## config.mk

```make
export PLATFORM = sky130hd
export DESIGN_NAME = ledstring_rx_flat
export DESIGN_NICKNAME = d
export VERILOG_FILES = /design/src/rtl/ledstring_rx_pkg.sv /design/src/rtl/ledstring_rx_if.sv /design/src/rtl/ledstring_rx_sync.sv /design/src/rtl/ledstring_rx.sv /design/src/flat_wrapper.sv
export SDC_FILE = /design/constraint.sdc
export NUM_CORES = 1
export LEC_CHECK = 0
export BUFFER_PORTS_ARGS = -buffer_cell sky130_fd_sc_hd__buf_4
export CAP_MARGIN = 20
export CORE_MARGIN = 2
export CORE_UTILIZATION = 45
export CTS_CLUSTER_DIAMETER = 40
export DETAILED_ROUTE_END_ITERATION = 8
export GPL_ROUTABILITY_DRIVEN = 0
export HOLD_SLACK_MARGIN = 0.08
export MAX_ROUTING_LAYER = met4
export PLACE_DENSITY_LB_ADDON = 0.25
export REMOVE_ABC_BUFFERS = 1
export SYNTH_ARGS = -nofsm -noshare
export SYNTH_HDL_FRONTEND = slang
export SYNTH_SLANG_ARGS = --single-unit
```

## constraint.sdc

```tcl
create_clock -name clk -period 7.4 [get_ports clk]
set_clock_uncertainty 0.1 [all_clocks]
set_input_delay 0.74 -clock clk [delete_from_list [all_inputs] [get_ports clk]]
set_output_delay 0.74 -clock clk [all_outputs]
set_load 0.005 [all_outputs]
```

## src/rtl/ledstring_rx_pkg.sv

```systemverilog
// Shared word constants, field positions and receiver state encoding for the
// APA102-style LED string receiver.
package ledstring_pkg;

    localparam int WORD_BITS = 32;

    localparam logic [WORD_BITS-1:0] START_WORD = 32'h0000_0000;
    localparam logic [WORD_BITS-1:0] END_WORD   = 32'hFFFF_FFFF;
    localparam logic [2:0]           PIX_HDR    = 3'b111;

    localparam int HDR_MSB = 31;
    localparam int HDR_LSB = 29;
    localparam int GLO_MSB = 28;
    localparam int GLO_LSB = 24;
    localparam int BLU_MSB = 23;
    localparam int BLU_LSB = 16;
    localparam int GRN_MSB = 15;
    localparam int GRN_LSB = 8;
    localparam int RED_MSB = 7;
    localparam int RED_LSB = 0;

    typedef enum logic {
        HUNT = 1'b0,
        WORD = 1'b1
    } rx_state_t;

endpackage

```

## src/rtl/ledstring_rx_if.sv

```systemverilog
// Pixel valid/ack handshake between the LED string receiver (master) and its
// consumer (slave).
interface ledstring_rx_if #(
    parameter int PIX_W = 8
);
    logic [4:0]       pix_glo;
    logic [7:0]       pix_red;
    logic [7:0]       pix_grn;
    logic [7:0]       pix_blu;
    logic [PIX_W-1:0] pix_idx;
    logic             valid;
    logic             ack;

    modport master (
        output pix_glo, pix_red, pix_grn, pix_blu, pix_idx, valid,
        input  ack
    );

    modport slave (
        input  pix_glo, pix_red, pix_grn, pix_blu, pix_idx, valid,
        output ack
    );
endinterface

```

## src/rtl/ledstring_rx_sync.sv

```systemverilog
// Synchroniser chains for led_clk/led_data plus rising-edge detector; bit_stb
// marks the cycle in which bit_val holds the freshly clocked data bit.
module ledstring_rx_sync #(
    parameter int SYNC_STAGES = 2
) (
    input  logic clk,
    input  logic led_clk,
    input  logic led_data,
    output logic bit_stb,
    output logic bit_val
);
    logic [SYNC_STAGES-1:0] clk_p0;
    logic [SYNC_STAGES-1:0] data_p0;
    logic                   clk_p1;

    // Stage p0: synchroniser chains. Left free-running through reset so that
    // releasing rst can never fabricate an edge from a stale history bit.
    always_ff @(posedge clk) begin
        clk_p0  <= {clk_p0[SYNC_STAGES-2:0], led_clk};
        data_p0 <= {data_p0[SYNC_STAGES-2:0], led_data};
    end

    // Stage p1: previous synchronised clock level for edge detection
    always_ff @(posedge clk) begin
        clk_p1 <= clk_p0[SYNC_STAGES-1];
    end

    assign bit_stb = clk_p0[SYNC_STAGES-1] & ~clk_p1;
    assign bit_val = data_p0[SYNC_STAGES-1];

endmodule

```

## src/rtl/ledstring_rx.sv

```systemverilog
// APA102-style LED string receiver: frames 32-bit words and presents pixels on
// a valid/ack interface. Define LEDSTRING_RX_STATS_EN for err/drop/frame counters.
module ledstring_rx
    import ledstring_pkg::*;
#(
    parameter int PIX_W       = 8,
    parameter int TIMEOUT     = 1024,
    parameter int SYNC_STAGES = 2
) (
    input  logic           clk,
    input  logic           rst,
    input  logic           led_clk,
    input  logic           led_data,
    ledstring_rx_if.master pix,
    output logic           frame_start,
    output logic           frame_end,
    output logic           overrun
`ifdef LEDSTRING_RX_STATS_EN
    ,
    output logic [7:0]     err_cnt,
    output logic [7:0]     drop_cnt,
    output logic [15:0]    frame_cnt
`endif
);
    localparam int                IDLE_W   = $clog2(TIMEOUT + 1);
    localparam logic [IDLE_W-1:0] IDLE_MAX = IDLE_W'(TIMEOUT);

    function automatic logic [PIX_W-1:0] sat_idx(input logic [PIX_W-1:0] v);
        return (&v) ? v : v + 1'b1;
    endfunction

`ifdef LEDSTRING_RX_STATS_EN
    function automatic logic [7:0] sat_inc8(input logic [7:0] v);
        return (&v) ? v : v + 1'b1;
    endfunction

    function automatic logic [15:0] sat_inc16(input logic [15:0] v);
        return (&v) ? v : v + 1'b1;
    endfunction
`endif

    logic                 bit_stb;
    logic                 bit_val;
    rx_state_t            state;
    logic [4:0]           zero_cnt;
    logic [4:0]           bit_cnt;
    logic                 word_rdy;
    logic [WORD_BITS-1:0] shift_reg;
    logic [IDLE_W-1:0]    idle_cnt;
    logic [PIX_W-1:0]     idx_cnt;

    ledstring_rx_sync #(.SYNC_STAGES(SYNC_STAGES)) u_sync (
        .clk      (clk),
        .led_clk  (led_clk),
        .led_data (led_data),
        .bit_stb  (bit_stb),
        .bit_val  (bit_val)
    );

    // Shift register is pure datapath: bit_cnt/word_rdy decide when it is valid
    always_ff @(posedge clk) begin
        if (bit_stb) shift_reg <= {shift_reg[WORD_BITS-2:0], bit_val};
    end

    always_ff @(posedge clk) begin
        if (rst) begin
            state       <= HUNT;
            zero_cnt    <= '0;
            bit_cnt     <= '0;
            word_rdy    <= 1'b0;
            idle_cnt    <= '0;
            idx_cnt     <= '0;
            pix.pix_glo <= '0;
            pix.pix_red <= '0;
            pix.pix_grn <= '0;
            pix.pix_blu <= '0;
            pix.pix_idx <= '0;
            pix.valid   <= 1'b0;
            frame_start <= 1'b0;
            frame_end   <= 1'b0;
            overrun     <= 1'b0;
`ifdef LEDSTRING_RX_STATS_EN
            err_cnt     <= '0;
            drop_cnt    <= '0;
            frame_cnt   <= '0;
`endif
        end else begin
            frame_start <= 1'b0;
            frame_end   <= 1'b0;
            word_rdy    <= 1'b0;

            if (bit_stb)                   idle_cnt <= '0;
            else if (idle_cnt != IDLE_MAX) idle_cnt <= idle_cnt + 1'b1;

            // A same-cycle pixel load below overrides this clear
            if (pix.valid && pix.ack) pix.valid <= 1'b0;

            case (state)
                HUNT: begin
                    if (bit_stb) begin
                        if (bit_val) begin
                            zero_cnt <= '0;
                        end else if (zero_cnt == 5'd31) begin
                            frame_start <= 1'b1;
                            idx_cnt     <= '0;
                            bit_cnt     <= '0;
                            zero_cnt    <= '0;
                            state       <= WORD;
                        end else begin
                            zero_cnt <= zero_cnt + 5'd1;
                        end
                    end
                end

                WORD: begin
                    if (bit_stb) begin
                        bit_cnt <= bit_cnt + 5'd1;
                        if (bit_cnt == 5'd31) word_rdy <= 1'b1;
                    end

                    if (word_rdy) begin
                        if (shift_reg == START_WORD) begin
                            frame_start <= 1'b1;
                            idx_cnt     <= '0;
                        end else if (shift_reg == END_WORD) begin
                            frame_end <= 1'b1;
                            zero_cnt  <= '0;
                            state     <= HUNT;
`ifdef LEDSTRING_RX_STATS_EN
                            frame_cnt <= sat_inc16(frame_cnt);
`endif
                        end else if (shift_reg[HDR_MSB:HDR_LSB] == PIX_HDR) begin
                            idx_cnt <= sat_idx(idx_cnt);
                            if (!pix.valid || pix.ack) begin
                                pix.pix_glo <= shift_reg[GLO_MSB:GLO_LSB];
                                pix.pix_blu <= shift_reg[BLU_MSB:BLU_LSB];
                                pix.pix_grn <= shift_reg[GRN_MSB:GRN_LSB];
                                pix.pix_red <= shift_reg[RED_MSB:RED_LSB];
                                pix.pix_idx <= idx_cnt;
                                pix.valid   <= 1'b1;
                            end else begin
                                overrun <= 1'b1;
`ifdef LEDSTRING_RX_STATS_EN
                                drop_cnt <= sat_inc8(drop_cnt);
`endif
                            end
                        end else begin
                            zero_cnt <= '0;
                            state    <= HUNT;
`ifdef LEDSTRING_RX_STATS_EN
                            err_cnt  <= sat_inc8(err_cnt);
`endif
                        end
                    end

                    // Stalled string: abandon the partial word and re-acquire
                    if (idle_cnt == IDLE_MAX) begin
                        bit_cnt  <= '0;
                        zero_cnt <= '0;
                        word_rdy <= 1'b0;
                        state    <= HUNT;
`ifdef LEDSTRING_RX_STATS_EN
                        if (bit_cnt != 5'd0) err_cnt <= sat_inc8(err_cnt);
`endif
                    end
                end

                default: state <= HUNT;
            endcase
        end
    end

endmodule

```

## src/flat_wrapper.sv

```systemverilog
// flat-port wrapper written by rule: the top's interface ports become plain ports
module ledstring_rx_flat import ledstring_pkg::*;
#(
    parameter int PIX_W       = 8,
    parameter int TIMEOUT     = 1024,
    parameter int SYNC_STAGES = 2
)
  (clk, rst, led_clk, led_data, frame_start, frame_end, overrun, pix_pix_glo, pix_pix_red, pix_pix_grn, pix_pix_blu, pix_pix_idx, pix_valid, pix_ack);
  ledstring_rx_if #(.PIX_W(PIX_W)) pix_i ();
  input  logic clk;
  input  logic rst;
  input  logic led_clk;
  input  logic led_data;
  output logic frame_start;
  output logic frame_end;
  output logic overrun;
  output wire logic [$bits(pix_i.pix_glo)-1:0] pix_pix_glo;
  output wire logic [$bits(pix_i.pix_red)-1:0] pix_pix_red;
  output wire logic [$bits(pix_i.pix_grn)-1:0] pix_pix_grn;
  output wire logic [$bits(pix_i.pix_blu)-1:0] pix_pix_blu;
  output wire logic [$bits(pix_i.pix_idx)-1:0] pix_pix_idx;
  output wire logic [$bits(pix_i.valid)-1:0] pix_valid;
  input wire logic [$bits(pix_i.ack)-1:0] pix_ack;
  assign pix_pix_glo = pix_i.pix_glo;
  assign pix_pix_red = pix_i.pix_red;
  assign pix_pix_grn = pix_i.pix_grn;
  assign pix_pix_blu = pix_i.pix_blu;
  assign pix_pix_idx = pix_i.pix_idx;
  assign pix_valid = pix_i.valid;
  assign pix_i.ack = pix_ack;
  ledstring_rx #(.PIX_W(PIX_W), .TIMEOUT(TIMEOUT), .SYNC_STAGES(SYNC_STAGES)) u_core (.clk(clk), .rst(rst), .led_clk(led_clk), .led_data(led_data), .pix(pix_i), .frame_start(frame_start), .frame_end(frame_end), .overrun(overrun));
endmodule
```

==> summary.txt, run 1 <==
Route
  – Wire length per cell: 14.1 um
  – Routed WL: about 7800 um
  – Antenna violation net count after detailed routing: 0
  – TritonRoute pass-1 iters: 6
  – DRC: 0
  – Via count: 2904
  – Initial DRC count: about 120
  – Routed vias/inst: about 5.2

STA
  – Final Hold Viols: 0
  – Actual slew at the worst max-slew pin: 0.814 ns
  – Period utilization: 33.4%
  – Number of setup violations in the final report: 0
  – Slew HR: a little under half
  – RSZ-0062 raised after global routing: false
  – Final Slew Violations: 0
  – Fin crit period: 2.47 ns
  – Hold WS: between 0.2 and 0.25 ns
  – TNS Setup: 0 ns
  – Fmax: between 400 and 500 MHz

Global route
  – Largest net degree at the start of global routing: a little over 60
  – First-pass GRT wire length: 12700 um
  – Vias in the first global route: ~2700
  – Initial antenna violation count: 0
  – GRT Total Usage: about 16%
  – GRT overflow: 0

Clock network
  – CTS Buf Count: 9
  – H-tree depth: 3
  – Max Buffers Root-to-Sink: 2
  – Worst skew pair latency: about 0.37 ns
  – CTS sink count: approximately 110
  – Clock slew at reported path FFs: ~0.10 ns
  – Hold Buf Count CTS: 0
  – Post-CTS Resized: 0
  – CTS tree: done
  – Clock Tree Root: clkbuf_8
  – Postcts setup bufs: 0

Logic synthesis
  – Synthesis warning total: 0
  – Mapped Area: between 4000 and 5000 um^2
  – Yosys top cell by area: dfxtp_1
  – FFs w/ async S/R, synth: 0%
  – Seq cells post-synth: about 110
  – Synth area leaders: dfxtp_1 36%, edfxtp_1 22%, mux2i_1 9.3%, nor2_1 6.0%, ha_1 2.0%
  – Synth Flop Type: dfxtp_1
  – Register area share after synthesis: between 50% and 60%
  – Top-area cell type share of the netlist area: between 30% and 40%
  – Post-synth EDFFs: 32
  – Post-synthesis cell count: between 300 and 400
  – Syn_area_per_cell: between 10 and 15 um^2
  – Synth cell types: 51

Cells and area
  – Share of cells above drive strength 1: between 15 and 20%
  – Layout net count: ~440
  – Post-route cell area: 4920 um^2
  – # diodes: 0
  – Layout area overhead: 14.7%
  – Max reg flops: 32

Die
  – Die area: 10300 um^2
  – Starting Density: a little under half
  – Die width: ~100 um
  – Vert. Die Dim: a little over 100 um
  – Num rows: 35
  – CORE AREA: ~9000 um^2
  – I/O pin count: 46

Setup path
  – Crit path required time: 7.59 ns
  – Setup CP Type: register to register
  – CP max stage delay: slightly above 0.5 ns
  – Crit path DAT: between 2 and 3 ns
  – CP Launch Type: register
  – Critical Path, Cell by Cell: nor4_2 > nand4b_1 > mux2_2 > or4b_1 > a21oi_1
  – CP bufs+invs: 0
  – Top delay family on crit path: simple AND/OR/NAND/NOR gates
  – Crit-path slowest cell: mux2_2
  – CP max FO: 12
  – R2R Setup Slk: roughly 5 ns
  – CP endpoint kind: register

Placed design
  – IO buf count: between 40 and 50
  – DPL Wire Length: ~5300 um
  – Placed inst area: 4730 um^2

Hold path
  – Hold WC Path Type: register to register

Power and ir drop
  – Pleak: approximately 1.8 nW
  – Pwr per Cell Area: between 200 and 250 nW/um^2
  – Peak supply drop: 0.105 mV

Status
  – Status: completed

Run
  – Max-cap viol count: 0
-- placed cells by master, fill, tap and decap left out, types with 2 or more instances in the layout --
| master | instances |
|---|---|
| a211o_1 | 5 |
| a211oi_1 | 2 |
| a21oi_1 | 9 |
| a31oi_1 | 2 |
| and3_1 | 5 |
| buf_4 | 47 |
| clkbuf_8 | 10 |
| clkinv_4 | 3 |
| dfxtp_1 | 77 |
| edfxtp_1 | 32 |
| ha_1 | 7 |
| inv_1 | 10 |
| mux2_2 | 2 |
| mux2i_1 | 40 |
| nand2_1 | 14 |
| nand2b_1 | 8 |
| nand3_1 | 10 |
| nand4_1 | 10 |
| nor2_1 | 68 |
| nor2b_1 | 2 |
| nor3_1 | 3 |
| nor3b_1 | 2 |
| nor4_1 | 9 |
| nor4_4 | 2 |
| nor4b_1 | 3 |
| o211ai_1 | 2 |
| o21ai_0 | 5 |
| o32ai_1 | 3 |
| or2_2 | 2 |
| xnor2_1 | 6 |
| xor2_1 | 5 |
-- cells by family (layout without fill, tap and decap cells) --
| family | after synthesis | after routing | share of synthesized area [%] |
|---|---|---|---|
| flip-flops | 109 | 109 | 58.4 |
| AND/OR/NAND/NOR | 148 | 148 | 18.2 |
| AO/OA/AOI/OAI | 37 | 37 | 6.34 |
| buffers and inverters | 23 | 73 | 2.63 |
| multiplexers | 43 | 43 | 10.1 |
| adder cells (fa/ha/maj) | 7 | 7 | 2.04 |
| XOR/XNOR | 11 | 11 | 2.25 |
-- cell type report --
type                    instances  area, um^2
fillers                       810        4320
inverters                      10        37.5
clock buffers                  11         141
clock inverters                 5        43.8
repair buffers                 47         353
well taps                     129         161
multi-input cells             246        1680
flip-flops and latches        109        2500
-- path summary, 6_finish.rpt --
check,start,end,cells past startpoint
worst max-delay path,u_core.idle_cnt[4]$_SDFFE_PP0N_,u_core.zero_cnt[4]$_SDFFE_PP0P_,5
worst min-delay path,u_core.u_sync.data_p0[0]$_DFF_P_,u_core.u_sync.data_p0[1]$_DFF_P_,0
worst max register to register,u_core.idle_cnt[4]$_SDFFE_PP0N_,u_core.zero_cnt[4]$_SDFFE_PP0P_,5
worst min register to register,u_core.u_sync.data_p0[0]$_DFF_P_,u_core.u_sync.data_p0[1]$_DFF_P_,0
-- routing by layer --
layer	up-vias	global-route usage, %	share of wire (%)
li1	1447	-	-
met1	1385	20.2	48
met2	59	25.3	47
met3	13	2.97	3.4
met4	0	7.48	1.7
met5	-	-	0
-- Yosys cell counts (2+ instances only) --
cell	count
ha_1	7
xor2_1	5
nor4_4	2
clkbuf_1	9
o32ai_1	3
a211oi_1	2
and3_1	5
buf_6	3
nand4_1	10
nor3b_1	2
inv_1	10
xnor2_1	6
nor2_1	68
nand3_1	10
o211ai_1	2
o21ai_0	5
mux2_2	2
nand2b_1	8
or2_2	2
nor3_1	3
nor2b_1	2
nor4_1	9
nand2_1	14
dfxtp_1	77
edfxtp_1	32
mux2i_1	40
a211o_1	5
a21oi_1	9
a31oi_1	2
nor4b_1	3
-- power by group --
group / switching (W) / internal [W] / leakage (nW)
Clock: 0.000200 / 0.000136 / 0.0959
Sequential: 0.00000889 / 0.000624 / 0.923
Combinational: 0.0000161 / 0.00000653 / 0.761
Total: 0.000225 / 0.000767 / 1.78
-- through the flow --
step | setup WS (ns) | instances | total power [W] | utilization, %
floorplan | 3.82 | 365 | 0.000656 | -
global placement | 5.04 | 541 | 0.000669 | 51.2
detailed placement | 4.96 | 541 | 0.000669 | 51.2
CTS | 4.94 | 557 | 0.00100 | 53.2
global route | 4.74 | 557 | 0.00103 | 53.2
finish | 4.93 | 557 | 0.000992 | 53.2
Power figures use the tool's default switching activity.
==> run 2, diff against run 1 <==
==> constraint.sdc (replaced) <==
create_clock -name clk -period 2.25 [get_ports clk]
set_clock_uncertainty 0.1 [all_clocks]
set_input_delay 0.225 -clock clk [delete_from_list [all_inputs] [get_ports clk]]
set_output_delay 0.225 -clock clk [all_outputs]
set_load 0.005 [all_outputs]
==> run 2 against run 1 <==
Net effect: first-iteration DRC count up 25%; sequential share of layout area down 1.9 points; power rose to 3.4 times the previous value; sequential power rose to 3.3 times the previous value; via count up 3.5%; hold slack worse by 0.12 ns; routed wire length up 7.0%; critical path type unchanged; critical endpoint is now u_core.idx_cnt[3]$_SDFFE_PP0P_; largest cell class unchanged; largest power group unchanged.
==> summary.txt, run 2 (synthesis results as in run 1) <==
Cells and area
  – Layout area overhead: 19.3%
  – Fill count: 831 (+2.6%)
  – # diodes: 0 (unchanged)
  – Leading cell type in the layout, fill and taps excluded: dfxtp_1
  – Post-route cell area: 5110 um^2 (+3.9%)
  – Finished Layout Cells: 574 (+3.1%)
  – Commonest cells after routing, fill and taps aside: 77 x dfxtp_1, 68 x nor2_1, 61 x buf_4
  – Share of cells above drive strength 1: 20.7% (+2.9 points)
  – Max reg flops: 32 (unchanged)
  – Layout net count: 452 (+3.9%)

Clock network
  – H-tree depth: 3 (unchanged)
  – Worst skew pair latency: 0.39 ns (+0.02 ns)
  – CTS sink count: 109 (unchanged)
  – CTS tree: done
  – Max Buffers Root-to-Sink: 2 (unchanged)
  – Clock Tree Root: clkbuf_8
  – Clock slew at reported path FFs: 0.13 ns (+0.03 ns)
  – CTS Buf Count: 9 (unchanged)

Die
  – Die width: 102 um (unchanged)
  – Num rows: 35 (unchanged)
  – CORE AREA: 9240 um^2 (unchanged)
  – Vert. Die Dim: 102 um (unchanged)
  – I/O pin count: 46 (unchanged)
  – Die area: 10300 um^2 (unchanged)
  – Starting Density: 46.4% (unchanged)

Power and ir drop
  – Pleak: 1.88 nW (+5.4%)
  – Pwr per Cell Area: 659 nW/um^2 (+230%)
  – P_sw: 0.000839 W (+270%)
  – Switch share: 24.9% (+2.2 points)
  – Final Power: 0.00337 W (+240%)
  – Sequential share of power: 61.8% (-2.0 points)
  – Peak supply drop: 0.317 mV (+200%)
  – P_int: 0.00253 W (+230%)
  – Combinational share of power: 2.5% (+0.2 points)
  – Clk pwr share: 35.7% (+1.8 points)

Placed design
  – Pre-CTS setup slack: 0.0246 ns (-4.93 ns)
  – IO buf count: 45 (unchanged)
  – Placed insts: 551 (+1.8%)
  – DPL Wire Length: 5670 um (+7.1%)
  – Placed inst area: 4820 um^2 (+1.9%)

STA
  – Fin crit period: 2.14 ns (-0.328 ns)
  – Actual slew at the worst max-slew pin: 0.534 ns (-0.280 ns)
  – Fmax: 467 MHz (+15%)
  – Final Hold Viols: 0 (unchanged)
  – RSZ-0062 raised after global routing: false
  – Setup WS post-layout: 0.107 ns (-4.82 ns)
  – Slew HR: 64.0% (+18 points)
  – Period utilization: 95.3% (+62 points)
  – Number of setup violations in the final report: 0 (unchanged)
  – Final Slew Violations: 0 (unchanged)

Status
  – Status: completed

Global route
  – GRT met1 Usage: 20.9% (+0.67 points)
  – Global Route met3 Usage: 2.90% (-0.069 points)
  – GRT Total Usage: 17.2% (+1.1 points)
  – Global routing's busiest layer: met2
  – Vias in the first global route: 2866 (+7.7%)
  – Largest net degree at the start of global routing: 43 (-31%)
  – GRT overflow: 0 (unchanged)
  – Initial antenna violation count: 0 (unchanged)
  – Met2 Use GR: 28.0% (+2.8 points)
  – First-pass GRT wire length: 13500 um (+6.8%)

Setup path
  – Worst r2r dst: u_core.idx_cnt[3]$_SDFFE_PP0P_
  – Crit path launch: u_core.shift_reg[9]$_DFFE_PP_
  – CP Launch Type: register
  – Crit-path slowest cell: edfxtp_1
  – R2R depth: 5 (unchanged)
  – CP max FO: 6 (-6)
  – RR Startpoint: u_core.shift_reg[9]$_DFFE_PP_
  – Critical Path, Cell by Cell: nor4_1 > nand4_1 > o31a_1 > nor3b_4 > a211o_1
  – CP max stage delay: 0.48 ns (-0.03 ns)
  – Crit path DAT: 2.30 ns (-0.36 ns)
  – Crit path required time: 2.41 ns (-5.18 ns)
  – R2R Setup Slk: 0.11 ns (-4.82 ns)
  – CP endpoint kind: register
  – End of the critical path: u_core.idx_cnt[3]$_SDFFE_PP0P_
  – Setup CP Type: register to register

Route
  – Wire length per cell: 14.6 um (+3.8%)
  – Antenna violation net count after detailed routing: 0 (unchanged)
  – DRC: 0 (unchanged)
  – Initial DRC count: 151 (+25%)
  – TritonRoute pass-1 iters: 4 (-2)
  – Routed vias/inst: 5.24 (+0.41%)
  – Via count: 3005 (+3.5%)
  – Routed WL: 8380 um (+7.0%)

Hold path
  – Hold path startpoint: pix_ack
  – Hold WC Path Type: input port to register

Run
  – Max-cap viol count: 0 (unchanged)
## run 2: cell count changes in the layout (fill, tap and decap cells not counted), moves of 2 or more
cell / before / now
buf_4: 47 / 61
clkinv_8: 0 / 4
inv_6: 0 / 2
dlygate4sd3_1: 0 / 2
clkinv_4: 3 / 1
## run 2: worst max-delay path: cells and delay by family (launching register included)
| kind | cells | cell delay (ns) |
|---|---|---|
| DFF | 1 | 0.48 |
| AOI/OAI and AO/OA | 2 | 0.65 |
| and+or+nand+nor | 3 | 0.79 |
## run 2: worst min-delay path by stage
stage                                                  end  slack, ns  cells after the start
after floorplan            u_core.u_sync.clk_p0[0]$_DFF_P_       0.15                      0
after global placement    u_core.u_sync.data_p0[1]$_DFF_P_       0.21                      0
after detailed placement  u_core.u_sync.data_p0[1]$_DFF_P_       0.22                      0
after CTS                      u_core.pix.valid$_SDFF_PP0_       0.11                      4
after global routing           u_core.pix.valid$_SDFF_PP0_       0.14                      4
final                          u_core.pix.valid$_SDFF_PP0_       0.11                      4
## run 2: per-stage QoR
step	hold WS, ns	util [%]	TNS [ns]
after floorplan	0.153	-	-49.45
after global placement	0.211	52.1	0
after detailed placement	0.216	52.1	0
after CTS	0.105	54.8	0
after global routing	0.137	55.3	0
final	0.115	55.3	0
## run 2: timing repair
item	CTS	global route
setup endpoints to repair	5	9
pin swaps	0	3
hold buffers	2	0
cloned	0	0
buffers inserted	0	5
hold endpoints to repair	2	0
resized for setup	1	1
## run 2: layer usage
metal | up-vias | wire length [um]
met5 | - | 0
met3 | 16 | 302
li1 | 1479 | -
met1 | 1438 | 3790
met4 | 0 | 195
met2 | 72 | 4100
## run 2: layout make-up
cell class | instances | area (um^2) | share of cell area (%)
clock buffers | 9 | 124 | 2.42
clock inverters | 7 | 91.3 | 1.79
inverters | 10 | 37.5 | 0.735
multi-input cells | 246 | 1700 | 33.2
flip-flops and latches | 109 | 2500 | 49.0
well taps | 129 | 161 | 3.16
repair buffers | 64 | 498 | 9.75
## run 2: power by group through the flow
stage	registers (W)	logic [W]	clock network [W]
after global routing	0.00209	0.0000956	0.00130
after CTS	0.00208	0.0000841	0.00123
after floorplan	0.00212	0.0000413	0
after global placement	0.00212	0.0000797	0
final	0.00208	0.0000845	0.00120
after detailed placement	0.00213	0.0000810	0
==> run 3, diff against run 2 <==
--- a/config.mk
+++ b/config.mk
@@ -18,4 +18,5 @@
 export REMOVE_ABC_BUFFERS = 1
 export SYNTH_ARGS = -nofsm -noshare
 export SYNTH_HDL_FRONTEND = slang
+export SYNTH_HIERARCHICAL = 1
 export SYNTH_SLANG_ARGS = --single-unit
==> run 3 against run 2 <==
Net effect: synthesized cell count increased by 1.9%; sequential power about the same; combinational power increased by 3.9%; clock-buffer cell count increased by 3; first-iteration DRC count increased by 2.0%; cell count increased by 2.1%; register-to-register slack got worse by 0.04 ns; die area decreased by 0.31%; largest power group unchanged.
==> summary.txt, run 3 <==
Logic synthesis
  – Synth Flop Type: dfxtp_1
  – FFs w/ async S/R, synth: 0% (unchanged)
  – Yosys top cell by area: dfxtp_1
  – Most frequent cells after synthesis: 77 x dfxtp_1, 68 x nor2_1, 36 x mux2i_1, 32 x edfxtp_1, 16 x a21oi_1
  – Register area share after synthesis: 58.6% (+0.19 points)
  – Post-synth EDFFs: 32 (unchanged)
  – Most frequent cell after synthesis: dfxtp_1
  – Synth cell types: 47 (-7.8%)
  – Syn_area_per_cell: 11.1 um^2 (-2.1%)
  – Mapped Area: 4270 um^2 (-0.32%)
  – Top-area cell type share of the netlist area: 36.1% (+0.12 points)
  – Synth area leaders: dfxtp_1 36%, edfxtp_1 23%, mux2i_1 8.4%, nor2_1 6.0%, ha_1 2.1%
  – Synthesis warning total: 6 (+6)
  – Post-synthesis cell count: 385 (+1.9%)
  – Seq cells post-synth: 109 (unchanged)

Hold path
  – Hold path endpoint: u_core/pix.valid$_SDFF_PP0_
  – Hold path startpoint: pix_ack
  – Hold WC Path Type: input port to register
  – Hold depth: 3 (-1)

Setup path
  – CP Launch Type: register
  – Cell mode on critical path: a21oi_1
  – Crit-path slowest cell: edfxtp_1
  – RR Startpoint: u_core/shift_reg[4]$_DFFE_PP_
  – CP bufs+invs: 0 (unchanged)
  – Crit path launch: u_core/shift_reg[4]$_DFFE_PP_
  – R2R Setup Slk: 0.07 ns (-0.04 ns)
  – CP endpoint kind: register
  – R2R depth: 6 (+1)
  – Critical Path, Cell by Cell: nand4_1 > nor4_4 > a21oi_1 > o311a_1 > o31ai_1 > a21oi_1
  – Crit path required time: 2.37 ns (-0.04 ns)
  – Setup CP Type: register to register
  – CP max FO: 5 (-1)
  – Top delay family on crit path: compound AO/OA/AOI/OAI gates
  – Worst r2r dst: u_core/zero_cnt[2]$_SDFFE_PP0P_
  – Crit path DAT: 2.30 ns (about the same)
  – CP max stage delay: 0.46 ns (-0.02 ns)

Cells and area
  – Fill count: 767 (-7.7%)
  – Multi-input gate area: 1720 um^2 (+1.4%)
  – Share of cells above drive strength 1: 22.8% (+2.1 points)
  – Leading cell type in the layout, fill and taps excluded: dfxtp_1
  – Layout area overhead: 22.2%
  – Fin util: 56.5% (+1.2 points)
  – Commonest cells after routing, fill and taps aside: 77 x dfxtp_1, 68 x nor2_1, 67 x buf_4
  – # diodes: 0 (unchanged)
  – Layout net count: 464 (+2.7%)
  – Reg area: 2500 um^2 (unchanged)
  – Max reg flops: 32 (unchanged)

Route
  – Via count: 3070 (+2.2%)
  – Antenna violation net count after detailed routing: 0 (unchanged)
  – Initial DRC count: 154 (+2.0%)
  – DRC: 0 (unchanged)
  – TritonRoute pass-1 iters: 4 (unchanged)
  – Routed WL: 8530 um (+1.7%)
  – Routed vias/inst: 5.24 (about the same)
  – Wire length per cell: 14.6 um (-0.35%)

STA
  – Fmax: 459 MHz (-1.7%)
  – Period utilization: 96.9% (+1.6 points)
  – Setup WS post-layout: 0.0708 ns (-0.0360 ns)
  – Number of setup violations in the final report: 0 (unchanged)
  – Slew HR: 65.4% (+1.4 points)
  – Final Slew Violations: 0 (unchanged)
  – Final Hold Viols: 0 (unchanged)
  – Actual slew at the worst max-slew pin: 0.513 ns (-0.0207 ns)
  – RSZ-0062 raised after global routing: true
  – Fin crit period: 2.18 ns (+0.0360 ns)

Global route
  – Vias in the first global route: 2777 (-3.1%)
  – First-pass GRT wire length: 13600 um (+0.16%)
  – GRT overflow: 0 (unchanged)
  – GRT Total Usage: 17.3% (+0.12 points)
  – Initial antenna violation count: 0 (unchanged)
  – Largest net degree at the start of global routing: 51 (+19%)

Clock network
  – Worst skew pair latency: 0.36 ns (-0.03 ns)
  – Clock Tree Root: clkbuf_8
  – CTS Buf Count: 9 (unchanged)
  – Clock slew at reported path FFs: 0.10 ns (-0.03 ns)
  – CTS tree: done
  – CTS sink count: 109 (unchanged)
  – Max Buffers Root-to-Sink: 2 (unchanged)
  – H-tree depth: 3 (unchanged)

Die
  – CORE AREA: 9240 um^2 (unchanged)
  – Die width: 101 um (-0.15%)
  – I/O pin count: 46 (unchanged)
  – Starting Density: 46.2% (-0.15 points)
  – Vert. Die Dim: 101 um (-0.15%)
  – Num rows: 35 (unchanged)
  – Die area: 10300 um^2 (-0.31%)

Power and ir drop
  – Pwr per Cell Area: 664 nW/um^2 (+0.63%)
  – Pleak: 2.20 nW (+17%)
  – Peak supply drop: 0.336 mV (+6.1%)

Run
  – Max-cap viol count: 0 (unchanged)

Placed design
  – IO buf count: 45 (unchanged)
  – DPL Wire Length: 5790 um (+2.2%)
  – Pre-CTS setup slack: 0.0369 ns (+0.0122 ns)

Status
  – Status: completed
==> run 3: cell count changes in the layout (fill, tap and decap cells not counted), sizes merged, moves of 3 or more <==
cell / delta
buf: +7
o21ai: +7
a21oi: +6
inv: -6
a211o: -5
clkbuf: +4
clkinv: -4
mux2i: -4
nand2: -4
and2: +3
nand4: +3
nor4b: -3
o32ai: -3
xor2: +3
==> run 3: worst reg2reg max path, cell delays in order, from the launching register on <==
cell and delay, ns:
edfxtp_1 0.46, nand4_1 0.19, nor4_4 0.38, a21oi_1 0.12, o311a_1 0.41, o31ai_1 0.28
a21oi_1 0.10
==> run 3: cell type report <==
cell class / instances / share of cell area [%]
sequential: 109 / 48.0
timing repair buffer: 72 / 11.3
clock inverter: 4 / 0.983
clock buffer: 12 / 3.38
multi-input combinational: 255 / 32.9
inverter: 5 / 0.360
tap: 129 / 3.09
==> run 3: worst max-delay path by stage <==
stage / endpoint / slack, ns / depth (start not counted)
after floorplan: u_core/pix.pix_idx[0]$_SDFFE_PP0P_ / -1.03 / 5
after global placement: u_core/pix.pix_blu[3]$_SDFFE_PP0P_ / 0.06 / 7
after detailed placement: u_core/pix.pix_blu[2]$_SDFFE_PP0P_ / 0.04 / 7
after CTS: u_core/pix.pix_blu[2]$_SDFFE_PP0P_ / 0.002 / 7
after global routing: u_core/pix.pix_red[5]$_SDFFE_PP0P_ / -0.08 / 7
final: u_core/zero_cnt[2]$_SDFFE_PP0P_ / 0.07 / 6
==> run 3: power breakdown <==
group / internal [W] / switching [W]
registers: 0.00205 / 0.0000344
logic: 0.0000344 / 0.0000534
clock network: 0.000646 / 0.000642
==> run 3: what timing repair did <==
action | in CTS | in global routing
hold buffers | 2 | 0
buffers inserted | 0 | 8
hold endpoints to repair | 2 | 0
resized for setup | 0 | 9
setup endpoints to repair | 0 | 38
==> run 3: layer usage <==
metal  part of all wire [%]  track usage [%]  routed length (um)
met5                      0                -                   0
met4                    1.1             5.72                  95
met3                    4.3             4.00                 364
met2                     45             26.0                3870
met1                     49             23.1                4200
==> run 3: logic make-up after synthesis <==
| logic type | synth area share [%] |
|---|---|
| compound gates | 5.89 |
| flops | 58.6 |
| buf+inv | 2.87 |
| fa+ha+maj | 2.05 |
| simple gates | 19.4 |
| xor+xnor | 2.46 |
| mux | 8.70 |
==> run 3: metrics by stage <==
stage	instances	total power, W	setup TNS [ns]	cell area (um^2)	hold slack [ns]
after floorplan	369	0.00216	-35.75	4170	0.153
after global placement	559	0.00220	0	4830	0.213
after detailed placement	559	0.00220	0	4830	0.216
after CTS	577	0.00349	0	5070	0.192
after global routing	586	0.00358	-0.690	5220	0.219
final	586	0.00346	0	5220	0.201
